## src/rtl/fp_pkg.sv

```systemverilog
// Shared floating-point definitions for the multiplier pipeline.
//   fp_class_e  : operand classification
//   FLAG_*      : bit positions inside the 4-bit exception flag vector
//   RM_*        : rounding-mode encodings
//   fp_qnan()   : canonical quiet NaN for a given exponent/mantissa width
package fp_pkg;

    typedef enum logic [2:0] {ZERO, SUB, NORM, INF, QNAN, SNAN} fp_class_e;

    localparam int FLAG_INVALID   = 3;
    localparam int FLAG_OVERFLOW  = 2;
    localparam int FLAG_UNDERFLOW = 1;
    localparam int FLAG_INEXACT   = 0;

    localparam logic RM_RNE = 1'b0;
    localparam logic RM_RTZ = 1'b1;

    // {0, all-ones exponent, 100..0}, right-aligned in a 64-bit container.
    function automatic logic [63:0] fp_qnan(input int exp_w, input int man_w);
        logic [63:0] exp_ones;
        logic [63:0] quiet_bit;
        exp_ones  = ((64'd1 << exp_w) - 64'd1) << man_w;
        quiet_bit = 64'd1 << (man_w - 1);
        return exp_ones | quiet_bit;
    endfunction

endpackage

```

## src/rtl/fp_classify.sv

```systemverilog
// Operand classifier.
//   op      : in  {exp, man} of one operand (sign not needed here)
//   cls     : out ZERO / SUB / NORM / INF / QNAN / SNAN
//   is_zero : out operand counts as zero once subnormals are flushed
module fp_classify
    import fp_pkg::*;
#(
    parameter int EXP_W = 8,
    parameter int MAN_W = 7
) (
    input  logic [EXP_W+MAN_W-1:0] op,
    output fp_class_e              cls,
    output logic                   is_zero
);

    logic [EXP_W-1:0] exp_f;
    logic [MAN_W-1:0] man_f;

    assign exp_f = op[MAN_W +: EXP_W];
    assign man_f = op[MAN_W-1:0];

    always_comb begin
        cls = NORM;
        if (&exp_f) begin
            if (man_f == '0)          cls = INF;
            else if (man_f[MAN_W-1])  cls = QNAN;
            else                      cls = SNAN;
        end else if (exp_f == '0) begin
            cls = (man_f == '0) ? ZERO : SUB;
        end
    end

    assign is_zero = (cls == ZERO) || (cls == SUB);

endmodule

```

## src/rtl/fp_mult_pipe.sv

```systemverilog
// Pipelined floating-point multiplier (default bfloat16), STAGES-cycle latency.
//   clk_i, rst_ni             : clock, asynchronous active-low reset
//   in_valid_i / in_ready_o   : operand handshake
//   a_i, b_i                  : operands {sign, exp, man}
//   rnd_mode_i                : 0 = round-nearest-even, 1 = round-toward-zero
//   tag_i / tag_o             : opaque tag travelling with the operation
//   out_valid_o / out_ready_i : result handshake
//   result_o                  : product
//   flags_o                   : {invalid, overflow, underflow, inexact}
//
// Handshake: a beat transfers on a cycle where valid && ready. Every stage
// keeps a valid bit and loads whenever it is empty or its occupant moves on in
// the same cycle, so bubbles collapse and 1 op/cycle flows with out_ready_i
// high. in_ready_o depends on out_ready_i and stage occupancy only, never on
// in_valid_i. A stalled output holds result/flags/tag stable.
module fp_mult_pipe
    import fp_pkg::*;
#(
    parameter int EXP_W  = 8,
    parameter int MAN_W  = 7,
    parameter int STAGES = 2,
    parameter int TAG_W  = 5
) (
    input  logic                   clk_i,
    input  logic                   rst_ni,
    input  logic                   in_valid_i,
    output logic                   in_ready_o,
    input  logic [EXP_W+MAN_W:0]   a_i,
    input  logic [EXP_W+MAN_W:0]   b_i,
    input  logic                   rnd_mode_i,
    input  logic [TAG_W-1:0]       tag_i,
    output logic                   out_valid_o,
    input  logic                   out_ready_i,
    output logic [EXP_W+MAN_W:0]   result_o,
    output logic [3:0]             flags_o,
    output logic [TAG_W-1:0]       tag_o
);

    localparam int W    = 1 + EXP_W + MAN_W;
    localparam int PW   = 2 * (MAN_W + 1);
    localparam int XW   = EXP_W + 2;
    localparam int MIDN = (STAGES > 1) ? STAGES - 1 : 1;
    localparam logic [63:0]          QNAN_FULL = fp_qnan(EXP_W, MAN_W);
    localparam logic [W-1:0]         CANON_NAN = QNAN_FULL[W-1:0];
    localparam logic signed [XW-1:0] BIAS_X    = XW'(2**(EXP_W-1) - 1);
    localparam logic signed [XW-1:0] EXP_MAX   = XW'(2**EXP_W - 1);
    localparam logic signed [XW-1:0] EXP_ZERO  = '0;

    // Everything the back end needs: a fully resolved special result, or the
    // sign/exponent sum/raw significand product still to be normalised.
    typedef struct packed {
        logic                   special;
        logic [W-1:0]           spec_res;
        logic [3:0]             spec_flags;
        logic                   sign;
        logic signed [XW-1:0]   exp_sum;
        logic [PW-1:0]          prod;
        logic                   rnd;
        logic [TAG_W-1:0]       tag;
    } mid_t;

    // ---------------- S0: classify, specials, exponent sum, product --------
    fp_class_e cls_a, cls_b;
    logic      zero_a, zero_b;
    logic      nan_a, nan_b, inf_a, inf_b, sign_ab;
    mid_t      mid_d;

    fp_classify #(.EXP_W(EXP_W), .MAN_W(MAN_W)) u_cls_a (
        .op(a_i[W-2:0]), .cls(cls_a), .is_zero(zero_a));
    fp_classify #(.EXP_W(EXP_W), .MAN_W(MAN_W)) u_cls_b (
        .op(b_i[W-2:0]), .cls(cls_b), .is_zero(zero_b));

    assign nan_a   = (cls_a == QNAN) || (cls_a == SNAN);
    assign nan_b   = (cls_b == QNAN) || (cls_b == SNAN);
    assign inf_a   = (cls_a == INF);
    assign inf_b   = (cls_b == INF);
    assign sign_ab = a_i[W-1] ^ b_i[W-1];

    always_comb begin
        mid_d         = '0;
        mid_d.sign    = sign_ab;
        mid_d.rnd     = rnd_mode_i;
        mid_d.tag     = tag_i;
        mid_d.exp_sum = $signed({2'b00, a_i[W-2 -: EXP_W]})
                      + $signed({2'b00, b_i[W-2 -: EXP_W]}) - BIAS_X;
        mid_d.prod    = PW'({1'b1, a_i[MAN_W-1:0]}) * PW'({1'b1, b_i[MAN_W-1:0]});
        if (nan_a || nan_b) begin
            mid_d.special                  = 1'b1;
            mid_d.spec_res                 = CANON_NAN;
            mid_d.spec_flags[FLAG_INVALID] = (cls_a == SNAN) || (cls_b == SNAN);
        end else if ((inf_a && zero_b) || (inf_b && zero_a)) begin
            mid_d.special                  = 1'b1;
            mid_d.spec_res                 = CANON_NAN;
            mid_d.spec_flags[FLAG_INVALID] = 1'b1;
        end else if (inf_a || inf_b) begin
            mid_d.special  = 1'b1;
            mid_d.spec_res = {sign_ab, {EXP_W{1'b1}}, {MAN_W{1'b0}}};
        end else if (zero_a || zero_b) begin
            // Subnormals are already folded into zero_a/zero_b (flush to zero).
            mid_d.special  = 1'b1;
            mid_d.spec_res = {sign_ab, {(W-1){1'b0}}};
        end
    end

    // ---------------- Pipeline control ------------------------------------
    logic [STAGES-1:0] v_q, vin, en;
    logic              open_slot;
    mid_t              mid_q [MIDN];
    mid_t              pack_in;
    logic [W-1:0]      res_q;
    logic [3:0]        flg_q;
    logic [TAG_W-1:0]  tag_q;

    // Stage k may load when some stage at or after k is empty, or the output
    // is draining; that lets everything upstream of a hole shift forward.
    always_comb begin
        en        = '0;
        vin       = '0;
        open_slot = out_ready_i;
        for (int k = STAGES - 1; k >= 0; k--) begin
            open_slot = open_slot || !v_q[k];
            en[k]     = open_slot;
        end
        vin[0] = in_valid_i;
        for (int k = 1; k < STAGES; k++) vin[k] = v_q[k-1];
    end

    generate
        if (STAGES == 1) begin : g_direct
            assign pack_in = mid_d;
        end else begin : g_piped
            assign pack_in = mid_q[STAGES-2];
        end
    endgenerate

    // ---------------- Last stage: normalise, round, pack -------------------
    logic [PW-2:0]          prod_n;
    logic                   norm, guard_b, sticky, inc;
    logic [MAN_W:0]         man_r;
    logic signed [XW-1:0]   exp_f;
    logic [W-1:0]           res_d;
    logic [3:0]             flg_d;

    always_comb begin
        // Product lies in [1,4): align so the leading one sits just above the
        // stored mantissa field, then the bits below give guard and sticky.
        norm    = pack_in.prod[PW-1];
        prod_n  = norm ? pack_in.prod[PW-2:0] : {pack_in.prod[PW-3:0], 1'b0};
        guard_b = prod_n[PW-2-MAN_W];
        sticky  = |prod_n[PW-3-MAN_W:0];
        inc     = (pack_in.rnd == RM_RNE) && guard_b && (sticky || prod_n[PW-1-MAN_W]);
        man_r   = {1'b0, prod_n[PW-2 -: MAN_W]} + {{MAN_W{1'b0}}, inc};
        // A carry out of the mantissa leaves it all-zero and bumps the exponent.
        exp_f   = pack_in.exp_sum + XW'(norm) + XW'(man_r[MAN_W]);

        res_d = {pack_in.sign, exp_f[EXP_W-1:0], man_r[MAN_W-1:0]};
        flg_d = '0;
        flg_d[FLAG_INEXACT] = guard_b || sticky;
        if (pack_in.special) begin
            res_d = pack_in.spec_res;
            flg_d = pack_in.spec_flags;
        end else if (exp_f >= EXP_MAX) begin
            flg_d[FLAG_OVERFLOW] = 1'b1;
            flg_d[FLAG_INEXACT]  = 1'b1;
            res_d = (pack_in.rnd == RM_RNE)
                  ? {pack_in.sign, {EXP_W{1'b1}}, {MAN_W{1'b0}}}
                  : {pack_in.sign, {(EXP_W-1){1'b1}}, 1'b0, {MAN_W{1'b1}}};
        end else if (exp_f <= EXP_ZERO) begin
            flg_d[FLAG_UNDERFLOW] = 1'b1;
            flg_d[FLAG_INEXACT]   = 1'b1;
            res_d = {pack_in.sign, {(W-1){1'b0}}};
        end
    end

    // ---------------- Registers -------------------------------------------
    always_ff @(posedge clk_i or negedge rst_ni) begin
        if (!rst_ni) begin
            v_q <= '0;
            for (int k = 0; k < MIDN; k++) mid_q[k] <= '0;
            res_q <= '0;
            flg_q <= '0;
            tag_q <= '0;
        end else begin
            for (int k = 0; k < STAGES; k++) begin
                if (en[k]) v_q[k] <= vin[k];
            end
            if (STAGES > 1 && en[0] && in_valid_i) mid_q[0] <= mid_d;
            for (int k = 1; k < STAGES - 1; k++) begin
                if (en[k] && v_q[k-1]) mid_q[k] <= mid_q[k-1];
            end
            if (en[STAGES-1] && vin[STAGES-1]) begin
                res_q <= res_d;
                flg_q <= flg_d;
                tag_q <= pack_in.tag;
            end
        end
    end

    assign in_ready_o  = en[0];
    assign out_valid_o = v_q[STAGES-1];
    assign result_o    = res_q;
    assign flags_o     = flg_q;
    assign tag_o       = tag_q;

endmodule

```

## config.mk

```make
export PLATFORM = sky130hd
export DESIGN_NAME = fp_mult_pipe
export DESIGN_NICKNAME = d
export VERILOG_FILES = /design/src/rtl/fp_pkg.sv /design/src/rtl/fp_classify.sv /design/src/rtl/fp_mult_pipe.sv
export SDC_FILE = /design/constraint.sdc
export NUM_CORES = 1
export LEC_CHECK = 0
export BUFFER_PORTS_ARGS = -buffer_cell sky130_fd_sc_hd__buf_2
export CORE_MARGIN = 4
export CORE_UTILIZATION = 45
export CTS_CLUSTER_SIZE = 10
export DETAILED_ROUTE_END_ITERATION = 7
export PLACE_DENSITY_LB_ADDON = 0.2
export SYNTH_ARGS = -nofsm -noshare
export SYNTH_HDL_FRONTEND = slang
export SYNTH_SLANG_ARGS = --single-unit
```

## constraint.sdc

```tcl
create_clock -name clk_i -period 4.61 [get_ports clk_i]
set_clock_uncertainty 0.05 [all_clocks]
set_input_delay 0.461 -clock clk_i [delete_from_list [all_inputs] [get_ports clk_i]]
set_output_delay 0.461 -clock clk_i [all_outputs]
set_load 0.01 [all_outputs]
```

==> results.cfg, run 1 <==
[status]
run_status = completed

[worst_setup_path]
worst-r2r-setup-slack_ns = 0.84
crit_start_category = input port
regToRegEndpoint = result_o[2]
critical_path.reg2reg.startpoint = mid_q[5]
criticalPathCategory = in -> reg
critical_path.endpoint_type = flop
r2r_cells = 11
required_time_of_the_critical_path_ns = 4.75
critical_path.max_fanout = 9
worstPathArrival_ns = 4.35

[detailed_routing]
drc_violations_left = 0
average_vias_per_placed_instance = 5.09
drtPass1Iterations = 4
drt_initial_violations = 292
final_antenna_net_count = 0
detailroute.via_count = 4673
drt-total-wl_mm = 12.5
routed_wire_length_per_instance_um = 13.7

[synth]
synth.top_cell.area_share_pct = 27.7
async_flop_share_pct = 100
post_synth_main_area_contributors = sky130_fd_sc_hd__dfrtp_1 (28%), sky130_fd_sc_hd__fa_1 (13%), sky130_fd_sc_hd__ha_1 (11%)
synth.yosys.warnings = 0
synth_edf_count = 0
synth_ff_type = sky130_fd_sc_hd__dfrtp_1
netlist.top_cell.by_area = sky130_fd_sc_hd__dfrtp_1
total_standard_cell_area_after_synthesis_um2 = 5860
synth.net_count = 802
yosysUniqueCellTypes = 73
yosysSeqAreaShare_pct = 27.7
postSynthRegisterBits = 65
postSynthAreaPerCell_um2 = 8.75
synth_cells = 670

[finish]
final_cell_mix = sky130_fd_sc_hd__nand2_1 (123), sky130_fd_sc_hd__inv_1 (79), sky130_fd_sc_hd__buf_2 (68)
drive_above_1_share_pct = 15.8
finish.net_count = 873
postLayoutCoreUtil_pct = 53.0
seqCellArea_um2 = 1630
area.growth.synth_to_final_pct = 14.6
antenna-diode-count = 0
mostFrequentLayoutCell = sky130_fd_sc_hd__nand2_1
fillers = 1195
design_area_um2 = 6720
multiInputGateArea_um2 = 3780

[clocking]
max-clock-path-buffers = 2
cts.reportedPaths.clkPinSlew_ns = 0.05
tritoncts_num_sinks = 65
clk_root_buffer_cell = sky130_fd_sc_hd__clkbuf_16
tritoncts = done
cts_inserted_buffers = 9
clock_latency_ns = 0.33
htree_num_levels = 3

[hold_path]
hold_start = tag_i[3]
worstHoldEndpoint = mid_q[3]
min-delay-path-class = in -> reg
worstHoldPathCells = 3

[die]
floorplan.io_pins = 69
num_rows = 41
die_area_um2 = 14900
die-width_um = 122
die_height_um = 122
initial_utilization_pct = 46.3
core-area_um2 = 12700

[power_and_ir_drop]
worst_ir_drop_vdd_uv = 180
pwr_density_cell_nw_per_um2 = 453
power.leakage_uw = 0.00335

[timing]
finalWorstSetupSlack_ns = 0.396
max_freq_mhz = 237
hold_violation_total_from_the_final_report = 0
period_share_pct = 91.4
finalSetupViolCount = 0
timing.final.max_slew_violations = 0
finalWorstPathRequiredPeriod_ns = 4.21
setup_repair_after_global_routing_missed_its_margin = false
slew_headroom_pct = 46.2
fin_setup_tns_ns = 0
timing_worst_slew_pin_value_ns = 0.807

[placement]
placedInstanceArea_um2 = 6390
worst_slack_placed_ns = 0.0439
globalplace.congestion = 0.858
dp_hpwl_mm = 10.2
port_buffers = 68

[global_route]
grt_start_max_net_pins = 62
antenna_found_initial = 0
grt.total_usage_pct = 17.8
grt_remaining_overflow = 0
vias_in_the_first_global_route = 4527
global_route_wire_length_before_repair_mm = 21.7

[job]
drv_cap = 0
-- layer usage --
metal	GRT usage, %	wire (um)
met1	25.3	6090
met2	28.2	5710
met3	3.06	552
met4	4.83	189
met5	0	0
-- repair_timing --
item / in CTS / in global routing
hold buffers: 1 / 0
resized for setup: 0 / 0
endpoints found under the hold margin: 4 / 0
buffers inserted: 0 / 0
-- worst max path at each step --
stage / startpoint / endpoint / slack [ns]
6_report: b_i[3] / mid_q[18] / 0.40
5_1_grt: b_i[3] / mid_q[18] / 0.04
4_1_cts: b_i[3] / mid_q[18] / 0.39
3_5_place_dp: b_i[3] / mid_q[18] / 0.04
3_3_place_gp: a_i[3] / mid_q[18] / 0.07
2_1_floorplan: a_i[2] / mid_q[18] / 0.09
-- flip-flops by register name (all words and copies together), names as in the netlist --
name and count:
flags_o 4, mid_q 38, result_o 16, tag_o 5, v_q 2
-- logic make-up after synthesis --
logic type	share of synthesized area (%)
AOI/OAI and AO/OA	14.0
xor gates and xnor gates	4.48
adders and majority gates	24.1
DFF	27.7
muxes	1.05
buffers and inverters	7.85
and+or+nand+nor	20.8
-- cells in the mapped netlist, drive strengths merged, types with 2 or more instances --
| master | number |
|---|---|
| a2111oi | 2 |
| a211o | 3 |
| a211oi | 4 |
| a21o | 6 |
| a21oi | 26 |
| a221o | 10 |
| a311oi | 2 |
| a31oi | 6 |
| and2 | 32 |
| and3 | 5 |
| buf | 8 |
| clkbuf | 18 |
| dfrtp | 65 |
| fa | 38 |
| ha | 52 |
| inv | 79 |
| mux2i | 5 |
| nand2 | 124 |
| nand2b | 6 |
| nand3 | 11 |
| nand4 | 9 |
| nor2 | 31 |
| nor2b | 5 |
| nor3 | 11 |
| nor3b | 2 |
| nor4 | 7 |
| o211ai | 2 |
| o21a | 4 |
| o21ai | 29 |
| o21bai | 2 |
| o22a | 2 |
| o22ai | 2 |
| o31a | 2 |
| o31ai | 3 |
| o32a | 2 |
| or2 | 2 |
| xnor2 | 12 |
| xor2 | 18 |
-- critical path, stage by stage --
cell                        delay, ns
sky130_fd_sc_hd__buf_2           0.19
sky130_fd_sc_hd__nand2_1         0.10
sky130_fd_sc_hd__fa_1            0.53
sky130_fd_sc_hd__fa_1            0.44
sky130_fd_sc_hd__fa_1            0.51
sky130_fd_sc_hd__fa_1            0.54
sky130_fd_sc_hd__inv_1           0.04
sky130_fd_sc_hd__ha_1            0.33
sky130_fd_sc_hd__o21a_1          0.21
sky130_fd_sc_hd__o21ai_0         0.20
sky130_fd_sc_hd__nor3_1          0.08
sky130_fd_sc_hd__a2111oi_0       0.47
sky130_fd_sc_hd__xor2_1          0.17
sky130_fd_sc_hd__o21ai_0         0.08
-- power by group --
part           internal, uW  total (uW)  leakage [uW]  switching [uW]
clock                   486         721      0.000159             235
sequential              732         907      0.000808             176
combinational           662        1420       0.00239             754
total                  1880        3050       0.00335            1160
-- layout make-up --
class / count / share of cell area [%]
Tap cell: 172 / 3.20
Inverter: 79 / 4.41
Clock buffer: 11 / 3.61
Multi-Input combinational cell: 499 / 56.2
Sequential cell: 65 / 24.2
Clock inverter: 5 / 1.17
Timing Repair Buffer: 87 / 7.22
-- per-stage QoR --
step | instances | hold slack [ns] | total power [uW]
floorplan | 670 | 0.115 | 1950
global placement | 901 | 0.220 | 2310
detailed placement | 901 | 0.224 | 2340
CTS | 918 | 0.264 | 3070
global route | 918 | 0.273 | 3340
finish | 918 | 0.272 | 3050
Power figures use the tool's default switching activity.
==> inputs of run 2 (changes only) <==
--- a/config.mk
+++ b/config.mk
@@ -5,9 +5,9 @@
 export SDC_FILE = /design/constraint.sdc
 export NUM_CORES = 1
 export LEC_CHECK = 0
-export BUFFER_PORTS_ARGS = -buffer_cell sky130_fd_sc_hd__buf_2
+export BUFFER_PORTS_ARGS = -buffer_cell sky130_fd_sc_hd__buf_4
 export CORE_MARGIN = 4
-export CORE_UTILIZATION = 45
+export CORE_UTILIZATION = 43
 export CTS_CLUSTER_SIZE = 10
 export DETAILED_ROUTE_END_ITERATION = 7
 export PLACE_DENSITY_LB_ADDON = 0.2
==> results.cfg, run 2 (synthesized netlist as in run 1, its figures left out) <==
[clocking]
cts_inserted_buffers = 9
cts.repair.resized = 0
htree_num_levels = 3
clk_root_buffer_cell = sky130_fd_sc_hd__clkbuf_16
max-clock-path-buffers = 2
cts_setup_buffers = 0
cts-hold-fix-buffers = 0
tritoncts = done
clock_latency_ns = 0.31
cts.reportedPaths.clkPinSlew_ns = 0.05
tritoncts_num_sinks = 65

[power_and_ir_drop]
power.switching_fraction_pct = 38.5
netSwitchingPower_uw = 1160
power.internal_uw = 1860
pwr-share-comb_pct = 48.2
power.share.sequential_pct = 30.2
power.leakage_uw = 0.00333
pwr_density_cell_nw_per_um2 = 446
worst_ir_drop_vdd_uv = 186
p_clk_share_pct = 21.5

[timing]
finalSetupViolCount = 0
timing_worst_slew_pin_value_ns = 0.819
period_share_pct = 92.5
max_freq_mhz = 235
slew_headroom_pct = 45.4
fin_setup_tns_ns = 0
finalWorstPathRequiredPeriod_ns = 4.26
timing.final.max_slew_violations = 0
hold_violation_total_from_the_final_report = 0
setup_repair_after_global_routing_missed_its_margin = false

[detailed_routing]
drt_initial_violations = 249
routed_wire_length_per_instance_um = 14.1
average_vias_per_placed_instance = 5.17
final_antenna_net_count = 0
drc_violations_left = 0
drt-total-wl_mm = 12.9
drtPass1Iterations = 4
detailroute.via_count = 4708

[die]
die-width_um = 125
die_area_um2 = 15600
initial_utilization_pct = 44.1
num_rows = 42
core-area_um2 = 13300
die_height_um = 125
floorplan.io_pins = 69

[finish]
antenna-diode-count = 0
final_cell_mix = sky130_fd_sc_hd__nand2_1 (123), sky130_fd_sc_hd__inv_1 (79), sky130_fd_sc_hd__buf_4 (75)
design_area_um2 = 6770
area.growth.synth_to_final_pct = 15.5
largest_reg_flops = 38
mostFrequentLayoutCell = sky130_fd_sc_hd__nand2_1
register_bank_with_the_most_flops = mid_q
drive_above_1_share_pct = 14.3
finish.net_count = 861

[hold_path]
min-delay-path-class = in -> async

[global_route]
antenna_found_initial = 0
global_route_wire_length_before_repair_mm = 22.0
vias_in_the_first_global_route = 4540
grt_start_max_net_pins = 66
grt_remaining_overflow = 0
grt.total_usage_pct = 16.8

[worst_setup_path]
critical_path.max_fanout = 6
crit_start_category = input port
required_time_of_the_critical_path_ns = 4.73
worstPathArrival_ns = 4.38
critical_path.endpoint_type = flop
criticalPathCategory = in -> reg

[placement]
globalplace.congestion = 0.927
port_buffers = 68
placedInstanceArea_um2 = 6480
dp_hpwl_mm = 10.3

[job]
drv_cap = 0

[status]
run_status = completed
-- run 2: cell count changes in the layout (fill, tap and decap cells not counted) --
| cell | delta |
|---|---|
| sky130_fd_sc_hd__clkbuf_1 | +2 |
| sky130_fd_sc_hd__buf_4 | +57 |
| sky130_fd_sc_hd__clkinv_4 | -1 |
| sky130_fd_sc_hd__dlygate4sd3_1 | -1 |
| sky130_fd_sc_hd__bufinv_16 | -1 |
| sky130_fd_sc_hd__buf_2 | -68 |
-- run 2: worst paths after layout --
kind | start | to | slack (ns) | cells past startpoint
setup / recovery | b_i[4] | mid_q[18] | 0.35 | 15
hold / removal | rst_ni | result_o[8] | 0.19 | 1
setup reg to reg | mid_q[5] | result_o[4] | 0.89 | 11
hold reg to reg | mid_q[3] | tag_o[3] | 0.42 | 2
max in group asynchronous | rst_ni | mid_q[11] | 3.82 | 1
min in group clk_i | tag_i[2] | mid_q[2] | 0.28 | 3
-- run 2: area by class of cell --
cell class / instances / area (um2)
Sequential cell: 65 / 1630
Fill cell: 1260 / 6520
Clock inverter: 3 / 40.0
Multi-Input combinational cell: 499 / 3780
Clock buffer: 13 / 250
Tap cell: 176 / 220
Timing Repair Buffer: 75 / 563
Inverter: 79 / 297
-- run 2: power groups by stage --
stage,sequential (uW),clock [uW],combinational [uW]
after floorplan,869,0,1080
after global placement,907,0,1430
after detailed placement,919,0,1470
after CTS,910,670,1480
after global routing,938,701,1680
final,912,651,1460
-- run 2: layer usage --
layer | GRT usage (%) | wire length [um] | share of wire, %
met4 | 5.48 | 235 | 1.8
met2 | 26.0 | 5800 | 45
met1 | 24.0 | 6240 | 49
met5 | 0 | 0 | 0
met3 | 2.74 | 567 | 4.4
-- run 2: worst max-delay path, stage by stage --
cell	delay (ns)
sky130_fd_sc_hd__buf_4	0.13
sky130_fd_sc_hd__and2_1	0.17
sky130_fd_sc_hd__fa_1	0.56
sky130_fd_sc_hd__fa_1	0.44
sky130_fd_sc_hd__fa_1	0.55
sky130_fd_sc_hd__inv_1	0.06
sky130_fd_sc_hd__fa_1	0.52
sky130_fd_sc_hd__inv_1	0.04
sky130_fd_sc_hd__ha_1	0.30
sky130_fd_sc_hd__o21a_1	0.12
sky130_fd_sc_hd__o21ai_0	0.21
sky130_fd_sc_hd__nor3_1	0.08
sky130_fd_sc_hd__a2111oi_0	0.48
sky130_fd_sc_hd__xor2_1	0.17
sky130_fd_sc_hd__o21ai_0	0.09
-- run 2: metrics by stage --
step,power (uW),instances,setup slack (ns),utilization (%),hold WS [ns]
after detailed placement,2390,894,0.0294,48.8,0.400
after floorplan,1950,670,0.0887,-,0.115
after global routing,3310,910,0.0573,50.9,0.263
after CTS,3060,910,0.366,50.9,0.214
final,3020,910,0.347,50.9,0.185
after global placement,2340,894,0.0948,48.8,0.404
==> inputs of run 3 (changes only) <==
--- a/config.mk
+++ b/config.mk
@@ -6,11 +6,11 @@
 export NUM_CORES = 1
 export LEC_CHECK = 0
 export BUFFER_PORTS_ARGS = -buffer_cell sky130_fd_sc_hd__buf_4
+export CAP_MARGIN = 5
 export CORE_MARGIN = 4
 export CORE_UTILIZATION = 43
 export CTS_CLUSTER_SIZE = 10
 export DETAILED_ROUTE_END_ITERATION = 7
-export PLACE_DENSITY_LB_ADDON = 0.2
 export SYNTH_ARGS = -nofsm -noshare
 export SYNTH_HDL_FRONTEND = slang
 export SYNTH_SLANG_ARGS = --single-unit
==> results.cfg, run 3 (synthesized netlist as in run 1, its figures left out) <==
[status]
run_status = completed

[die]
die-width_um = 125
floorplan.io_pins = 69
die_area_um2 = 15600
initial_utilization_pct = 44.1
die_height_um = 125
core-area_um2 = 13300
num_rows = 42

[worst_setup_path]
critical_path.endpoint_type = flop
critical_path.max_fanout = 6
worstPathArrival_ns = 4.37
crit_start_category = input port
required_time_of_the_critical_path_ns = 4.75
criticalPathCategory = in -> reg

[timing]
fin_setup_tns_ns = 0
finalHoldWorstSlack_ns = 0.165
finalWorstSetupSlack_ns = 0.378
timing_worst_slew_pin_value_ns = 0.801
timing.final.max_slew_violations = 0
setup_repair_after_global_routing_missed_its_margin = false
finalSetupViolCount = 0
slew_headroom_pct = 46.6
hold_violation_total_from_the_final_report = 0
period_share_pct = 91.8
max_freq_mhz = 236
finalWorstPathRequiredPeriod_ns = 4.23

[clocking]
cts_inserted_buffers = 9
cts.repair.resized = 0
cts_setup_buffers = 0
clk_root_buffer_cell = sky130_fd_sc_hd__clkbuf_16
clock_latency_ns = 0.33
tritoncts_num_sinks = 65
cts-hold-fix-buffers = 0
htree_num_levels = 3
cts.reportedPaths.clkPinSlew_ns = 0.05
tritoncts = done
max-clock-path-buffers = 2

[job]
drv_cap = 0

[detailed_routing]
average_vias_per_placed_instance = 5.15
routed_wire_length_per_instance_um = 14.1
drt_initial_violations = 270
drt-total-wl_mm = 12.8
drtPass1Iterations = 4
final_antenna_net_count = 0
drc_violations_left = 0
detailroute.via_count = 4675

[placement]
dp_hpwl_mm = 10.3
worst_slack_placed_ns = 0.0196
port_buffers = 68
globalplace.congestion = 0.905

[finish]
multiInputGateArea_um2 = 3780
fillers = 1279
antenna-diode-count = 0
mostFrequentLayoutCell = sky130_fd_sc_hd__nand2_1
register_bank_with_the_most_flops = mid_q
largest_reg_flops = 38
finish.net_count = 861
seqCellArea_um2 = 1630
final_cell_mix = sky130_fd_sc_hd__nand2_1 (123), sky130_fd_sc_hd__inv_1 (79), sky130_fd_sc_hd__buf_4 (75)
area.growth.synth_to_final_pct = 15.4
drive_above_1_share_pct = 14.3

[global_route]
grt_remaining_overflow = 0
grt_start_max_net_pins = 66
antenna_found_initial = 0
global_route_wire_length_before_repair_mm = 22.4
grt.total_usage_pct = 17.1
vias_in_the_first_global_route = 4611

[power_and_ir_drop]
power.leakage_uw = 0.00332
pwr_density_cell_nw_per_um2 = 444
worst_ir_drop_vdd_uv = 194

[hold_path]
min-delay-path-class = in -> async
## run 3: cell types whose count changed in the layout (fill, tap and decap cells not counted), sizes merged
cell      previous run  this run
clkinvlp             0         1
clkinv               2         1
clkbuf              13        11
## run 3: critical path, cell delays in order
cell                        delay (ns)
sky130_fd_sc_hd__buf_4            0.14
sky130_fd_sc_hd__and2_1           0.17
sky130_fd_sc_hd__fa_1             0.55
sky130_fd_sc_hd__fa_1             0.44
sky130_fd_sc_hd__fa_1             0.54
sky130_fd_sc_hd__inv_1            0.05
sky130_fd_sc_hd__fa_1             0.52
sky130_fd_sc_hd__inv_1            0.04
sky130_fd_sc_hd__ha_1             0.29
sky130_fd_sc_hd__o21a_1           0.12
sky130_fd_sc_hd__o21ai_0          0.21
sky130_fd_sc_hd__nor3_1           0.08
sky130_fd_sc_hd__a2111oi_0        0.49
sky130_fd_sc_hd__xor2_1           0.18
sky130_fd_sc_hd__o21ai_0          0.08
## run 3: per-layer routing
layer	vias to the layer above	wire [um]	global-route usage (%)
li1	2364	-	-
met1	2177	6190	24.6
met2	115	5760	26.5
met3	19	583	1.76
met4	0	233	6.25
met5	-	0	0
## run 3: final timing paths
path | endpoint | cells past startpoint | startpoint | slack, ns
setup reg to reg | result_o[2] | 11 | mid_q[5] | 0.76
min in group clk_i | mid_q[3] | 3 | tag_i[3] | 0.27
max in group asynchronous | mid_q[6] | 1 | rst_ni | 3.83
hold / removal | result_o[11] | 1 | rst_ni | 0.16
hold reg to reg | mid_q[6] | 2 | mid_q[6] | 0.42
setup / recovery | mid_q[18] | 15 | b_i[4] | 0.38
## run 3: stage by stage
stage / instance area [um2] / instances / power [uW] / util [%]
5_1_grt: 6770 / 908 / 3300 / 50.9
4_1_cts: 6770 / 908 / 3040 / 50.9
3_3_place_gp: 6480 / 894 / 2340 / 48.8
2_1_floorplan: 5860 / 670 / 1950 / -
6_report: 6770 / 908 / 3010 / 50.9
3_5_place_dp: 6480 / 894 / 2380 / 48.8
## run 3: report_power, final
group	switching, uW	internal (uW)	total [uW]	leakage, uW
Combinational	758	693	1450	0.00238
Sequential	174	732	906	0.000808
Clock	225	425	650	0.000137
Total	1160	1850	3010	0.00332
## run 3: layout make-up
type | instances | share of cell area (%)
multi-input combinational | 499 | 55.8
sequential | 65 | 24.0
timing repair buffer | 75 | 8.32
inverter | 79 | 4.38
clock buffer | 11 | 3.59
tap | 176 | 3.25
clock inverter | 3 | 0.629
